**config.mk**
```make
export PLATFORM = sky130hd
export DESIGN_NAME = mult_pipe_axis
export DESIGN_NICKNAME = d
export VERILOG_FILES = /design/src/rtl/mult_pipe_axis.sv
export SDC_FILE = /design/constraint.sdc
export NUM_CORES = 2
export LEC_CHECK = 0
export CORE_MARGIN = 2
export CORE_UTILIZATION = 50
export CTS_CLUSTER_DIAMETER = 150
export CTS_CLUSTER_SIZE = 30
export DETAILED_ROUTE_END_ITERATION = 12
export DONT_BUFFER_PORTS = 1
export GPL_ROUTABILITY_DRIVEN = 0
export SLEW_MARGIN = 10
export SYNTH_ARGS = -nofsm -noshare
export SYNTH_HDL_FRONTEND = slang
export SYNTH_SLANG_ARGS = --single-unit
```
**constraint.sdc**
```tcl
create_clock -name clk -period 18.99 [get_ports clk]
set_input_delay 3.798 -clock clk [delete_from_list [all_inputs] [get_ports clk]]
set_output_delay 3.798 -clock clk [all_outputs]
set_load 0.05 [all_outputs]
```
**src/rtl/mult_pipe_axis.sv**
```systemverilog
// mult_pipe_axis: pipelined A_W x B_W multiplier with AXI-Stream style
// valid/ready on both sides, a sideband tag and a selectable output window.
//
// Optional feature macro: MULT_PIPE_ROUND_EN
//   defined   -> round half up: (P + 2^(SHIFT-1)) windowed at [SHIFT +: OUT_W]
//   undefined -> plain truncation, no rounding adder
//
// Handshake: a beat moves on a rising edge where valid and ready are both
// high. The whole pipe advances on ce = ~m_axis_tvalid | m_axis_tready, and
// s_axis_tready is exactly ce. Once m_axis_tvalid is high, data and tag stay
// frozen until m_axis_tready is seen high.
//
// Stage map: stage 1 holds the registered operands. Stage 2 holds the
// windowed product. Stages 3..LAT are plain delay registers that the tools
// may retime back into the multiplier. Stage LAT drives the m_axis_* ports.
module mult_pipe_axis #(
  parameter int A_W    = 32,
  parameter int B_W    = 32,
  parameter int SIGNED = 0,
  parameter int LAT    = 6,
  parameter int OUT_W  = 64,
  parameter int SHIFT  = 0,
  parameter int TAG_W  = 8
) (
  input  logic             clk,
  input  logic             rstn,
  input  logic             s_axis_tvalid,
  output logic             s_axis_tready,
  input  logic [A_W-1:0]   s_axis_tdata_a,
  input  logic [B_W-1:0]   s_axis_tdata_b,
  input  logic [TAG_W-1:0] s_axis_ttag,
  output logic             m_axis_tvalid,
  input  logic             m_axis_tready,
  output logic [OUT_W-1:0] m_axis_tdata,
  output logic [TAG_W-1:0] m_axis_ttag,
  output logic             busy
);

`ifdef MULT_PIPE_ROUND_EN
  // One extra bit so the rounding carry out of the full product is kept.
  localparam int P_W = A_W + B_W + 1;
`else
  localparam int P_W = A_W + B_W;
`endif

  logic                 w_ce;
  logic [LAT:1]         r_v;
  logic [A_W-1:0]       r_a;
  logic [B_W-1:0]       r_b;
  logic [TAG_W-1:0]     r_tag [1:LAT];
  logic [OUT_W-1:0]     r_d   [2:LAT];
  logic [P_W-1:0]       w_ext_a;
  logic [P_W-1:0]       w_ext_b;
  logic [P_W-1:0]       w_prod;
  logic [OUT_W-1:0]     w_win;

  // Global enable: the pipe moves unless the output is holding an unconsumed beat.
  assign w_ce          = ~r_v[LAT] | m_axis_tready;
  assign s_axis_tready = w_ce;

  // Operand extension: sign bit replicated only for signed operation.
  assign w_ext_a = {{(P_W - A_W){(SIGNED != 0) & r_a[A_W-1]}}, r_a};
  assign w_ext_b = {{(P_W - B_W){(SIGNED != 0) & r_b[B_W-1]}}, r_b};

  // Low P_W bits of the extended product equal the two's-complement product.
  assign w_prod = w_ext_a * w_ext_b;

`ifdef MULT_PIPE_ROUND_EN
  // Half an output LSB; zero when nothing is dropped, so SHIFT = 0 is pure truncation.
  localparam logic [P_W-1:0] RND =
    (SHIFT > 0) ? (P_W'(1) << ((SHIFT > 0) ? SHIFT - 1 : 0)) : '0;
  logic [P_W-1:0] w_sum;
  assign w_sum = w_prod + RND;
  assign w_win = OUT_W'(w_sum >> SHIFT);
`else
  assign w_win = OUT_W'(w_prod >> SHIFT);
`endif

  // Valid chain: stage 1 takes s_axis_tvalid, every stage shifts only on ce.
  always_ff @(posedge clk or negedge rstn) begin
    if (!rstn) begin
      r_v <= '0;
    end else if (w_ce) begin
      r_v <= {r_v[LAT-1:1], s_axis_tvalid};
    end
  end

  // Stage 1 operand registers, loaded on every enabled edge (idle or not).
  always_ff @(posedge clk or negedge rstn) begin
    if (!rstn) begin
      r_a <= '0;
      r_b <= '0;
    end else if (w_ce) begin
      r_a <= s_axis_tdata_a;
      r_b <= s_axis_tdata_b;
    end
  end

  // Tag delay line, kept in lock-step with the valid chain.
  always_ff @(posedge clk or negedge rstn) begin
    if (!rstn) begin
      for (int i = 1; i <= LAT; i++) r_tag[i] <= '0;
    end else if (w_ce) begin
      r_tag[1] <= s_axis_ttag;
      for (int i = 2; i <= LAT; i++) r_tag[i] <= r_tag[i-1];
    end
  end

  // Product stages: stage 2 captures the windowed product, later stages delay it.
  always_ff @(posedge clk or negedge rstn) begin
    if (!rstn) begin
      for (int i = 2; i <= LAT; i++) r_d[i] <= '0;
    end else if (w_ce) begin
      r_d[2] <= w_win;
      for (int i = 3; i <= LAT; i++) r_d[i] <= r_d[i-1];
    end
  end

  assign m_axis_tvalid = r_v[LAT];
  assign m_axis_tdata  = r_d[LAT];
  assign m_axis_ttag   = r_tag[LAT];
  assign busy          = |r_v;

endmodule
```
# Word level (Yosys, flattened, before mapping)
# Index checks and enable logic that the tools add are counted.
# classes
multipliers	1
n_reduce_logical	1
bitwise	2
# op_table
op	n
32-bit by 32-bit multiplier with 64-bit output	1
6-bit OR reduction	1
1-bit NOT	1
1-bit OR	1
# totals
register_bits	438
in_bits	76

# Logic depth before layout (Yosys ltp)
# depth
ltp_word	2
ltp_mapped	29
mapped_depth_nobuf	27

# Worst setup path after synthesis
# OpenSTA, ideal clock, no wires.
# synth_timing
path_kind	input -> output
startpoint	input m_axis_tready
endpoint	output s_axis_tready
path_slack_ps	10218
t_arrival_ps	4974
path_stages	5
path_cell_list	nor2b_1 clkbuf_1 inv_2 clkbuf_1 clkbuf_1
# synth_via
elab_chain_len	1
# synth_lines
item	line	rtl
from (decl)	33	input logic m_axis_tready,
1-bit OR	58	assign w_ce = ~r_v[LAT] | m_axis_tready;
to (decl)	28	output logic s_axis_tready,
# Every way passes these cells.

# Worst setup path in the final report
# Same ends and word-level chain as after synthesis.

==> metrics.md <==
| Metric | Value |
|---|---|
| Cts bufs inserted | `20` |
| Crit path required time | `15190 ps` |
| Post-DP HPWL | `87600 um` |
| Drt pass-1 iters | `5` |
| CP arrival | `5000 ps` |
| Reg2reg start | `r_b[6]` |
| Clock transition at path regs | `110 ps` |
| Syn_area_per_cell | `8.97 um2` |
| Register bit total from synthesis | `438` |
| Crit Reg-Reg Endpoint | `r_d[309]` |
| Final Hold Fails | `0` |
| Vias in the first global route | `36000` |
| Hold bufs inserted after CTS | `0` |
| Period utilization | `0.463` |
| Minimum clock period | `8800 ps` |
| CP delay by family, top | `simple AND/OR/NAND/NOR gates` |
| Cell Area, Synth | `50200 um2` |
| Async SR Flop Fraction | `1.00` |
| CP Launch Point | `m_axis_tready` |
| Final ANT Viol Nets | `0` |
| Total Wirelength | `125000 um` |
| Worst min path class | `reg -> reg` |
| GRT Total Usage | `0.250` |
| Worst Tran Pin Value | `1310 ps` |
| Vias | `34200` |
| CTS tree | `done` |
| Layout cells sized above 1 | `0.0212` |
| CTS resizes | `0` |
| Via density | `5.20` |
| Standard-cell row count | `116` |
| Die W | `321 um` |
| Crit-path cells | `nor2b_4, inv_8` |
| Clock Latency Late Sink | `600 ps` |
| # Post-CTS Setup Buffers | `0` |
| Final setup viols | `0` |
| WP depth | `2` |
| Highest Clock Rate | `114 MHz` |
| Rel. slew slack | `0.124` |
| Chip height | `321 um` |
| Worst path max stage delay | `660 ps` |
| Initial antenna violation count | `3` |
| Antenna cell count | `0` |
| Die area | `103000 um2` |
| Sinks on Clock Net | `438` |
| Most frequent cells in the layout | `1632 x nand2_1, 896 x fa_1, 866 x inv_1, 602 x and2_1, 417 x dfrtp_1` |
| CP Max Fanout | `174` |
| RSZ-0062 raised after global routing | `false` |
| Crit path to | `s_axis_tready` |
| H-tree levels | `1` |
| Drt wl/cell | `18.9 um` |
| Crit-path slowest cell | `nor2b_4` |
| Largest net degree at the start of global routing | `439` |
| Most common cell after layout, fill and taps aside | `nand2_1` |
| Residual DRC | `0` |
| Setup CP Type | `in -> out` |
| Ys flop type | `dfrtp_1` |
| Grt total ovfl | `0` |
| Count of cell types in the netlist | `63` |
| IO Count | `151` |
| # port buffers | `0` |
| Maxcap violations | `0` |
| Number of enable flip-flop cells after synthesis | `0` |
| Yosys synthesis warning count | `0` |
| R2R setup slack | `10640 ps` |
| Placed cell count | `6551` |
| CP endpoint kind | `output port` |
| Worst clock skew | `17.3 ps` |
| Clock tree buffer depth | `3` |
| First-pass GRT wire length | `201000 um` |
| Layout area overhead | `1.79%` |
| Clk root buf | `clkbuf_16` |
| Initial DRC Count | `2344` |
| Final-report max-slew violation count | `0` |
| Element type at the critical path start | `input port` |
| Syn_nets | `6829` |
| R2R depth | `21` |
| Outcome | `finished clean` |
| Mapped Cells | `5594` |
| Final net count | `6510` |
| CP Buf/Inv Count | `1` |
| Setup TNS Final | `0 ps` |
| Initial Util | `0.503` |
| Post-Layout Cell Count | `6577` |
| Core area | `99900 um2` |
| Seq/Total Area, Yosys | `0.218` |
-- logic make-up (layout without fill, tap and decap cells) --
logic type,after synthesis,after routing,share of synthesized area
buffers and inverters,1257,942,0.0998
adder cells (fa/ha/maj),1159,1159,0.423
AND/OR/NAND/NOR,2409,2409,0.214
AO/OA/AOI/OAI,275,275,0.0351
flip-flops,438,438,0.218
XOR/XNOR,56,56,0.00977
-- sequential cells by signal, indices dropped and copies added, names as in the netlist --
| signal | flops |
|---|---|
| r_d | 256 |
| r_a | 32 |
| r_v | 6 |
| r_tag | 40 |
| m_axis_ttag | 8 |
| m_axis_tdata | 64 |
| r_b | 32 |
-- routing by layer --
layer / vias up / GRT usage / wire length, um
met5: - / 0 / 8
met1: 17200 / 0.362 / 56400
met2: 1043 / 0.382 / 54400
li1: 15700 / - / -
met3: 202 / 0.0577 / 10300
met4: 2 / 0.0616 / 3390
-- area by class of cell --
cell class | instances | area (um2)
fill | 9583 | 48800
multi-input combinational | 3899 | 34200
sequential | 438 | 11000
inverter | 867 | 3260
tap | 1298 | 1620
clock buffer | 20 | 500
timing repair buffer | 49 | 380
clock inverter | 6 | 108
-- cell usage after synthesis, drive strengths merged (2+ instances only) --
master	count	area, um2
a211oi	4	35.0
a21oi	118	591
o311ai	2	17.5
o211ai	6	45.0
clkbuf	301	1130
a32oi	2	17.5
nor3	18	90.1
a311oi	3	38.8
fa	896	17900
o2111a	2	22.5
a21bo	2	26.3
nor2	85	322
nor4	4	25.0
and4	4	35.0
nand3	18	90.1
buf	89	624
a221o	2	20.0
ha	263	3290
xor2	24	210
a2111oi	2	55.1
nand2b	4	25.0
xnor2	32	280
o21bai	14	105
inv	867	3250
a221oi	2	35.0
nand4	19	119
nand2	1632	6130
dfrtp	438	11000
a21o	32	240
a21boi	3	22.5
nor2b	2	12.5
and3	13	81.3
o31ai	4	30.0
or2	3	18.8
a31oi	9	56.3
o221ai	3	26.3
nor4b	2	17.5
o21a	2	15.0
a31o	5	43.8
o21ai	52	264
and2	602	3770
-- worst min path at each step --
stage,startpoint,end,depth (start not counted)
2_1_floorplan,r_d[100],r_d[100],2
3_3_place_gp,r_d[131],r_d[131],2
3_5_place_dp,r_d[263],r_d[199],2
4_1_cts,r_d[149],r_d[85],2
5_1_grt,r_d[98],r_d[98],2
6_report,r_d[149],r_d[85],2
-- through the flow --
stage / util / cell area, um2 / hold WS [ps] / setup slack, ps
after floorplan: - / 50200 / 439 / 10220
after global placement: 0.506 / 50500 / 449 / 10170
after detailed placement: 0.506 / 50500 / 455 / 10140
after CTS: 0.512 / 51100 / 471 / 10140
after global routing: 0.512 / 51100 / 496 / 10030
final: 0.512 / 51100 / 475 / 10190
Power is left out: the tool's default activity adds up to more than one toggle a clock period on the data nets, which glitch-free logic cannot reach.
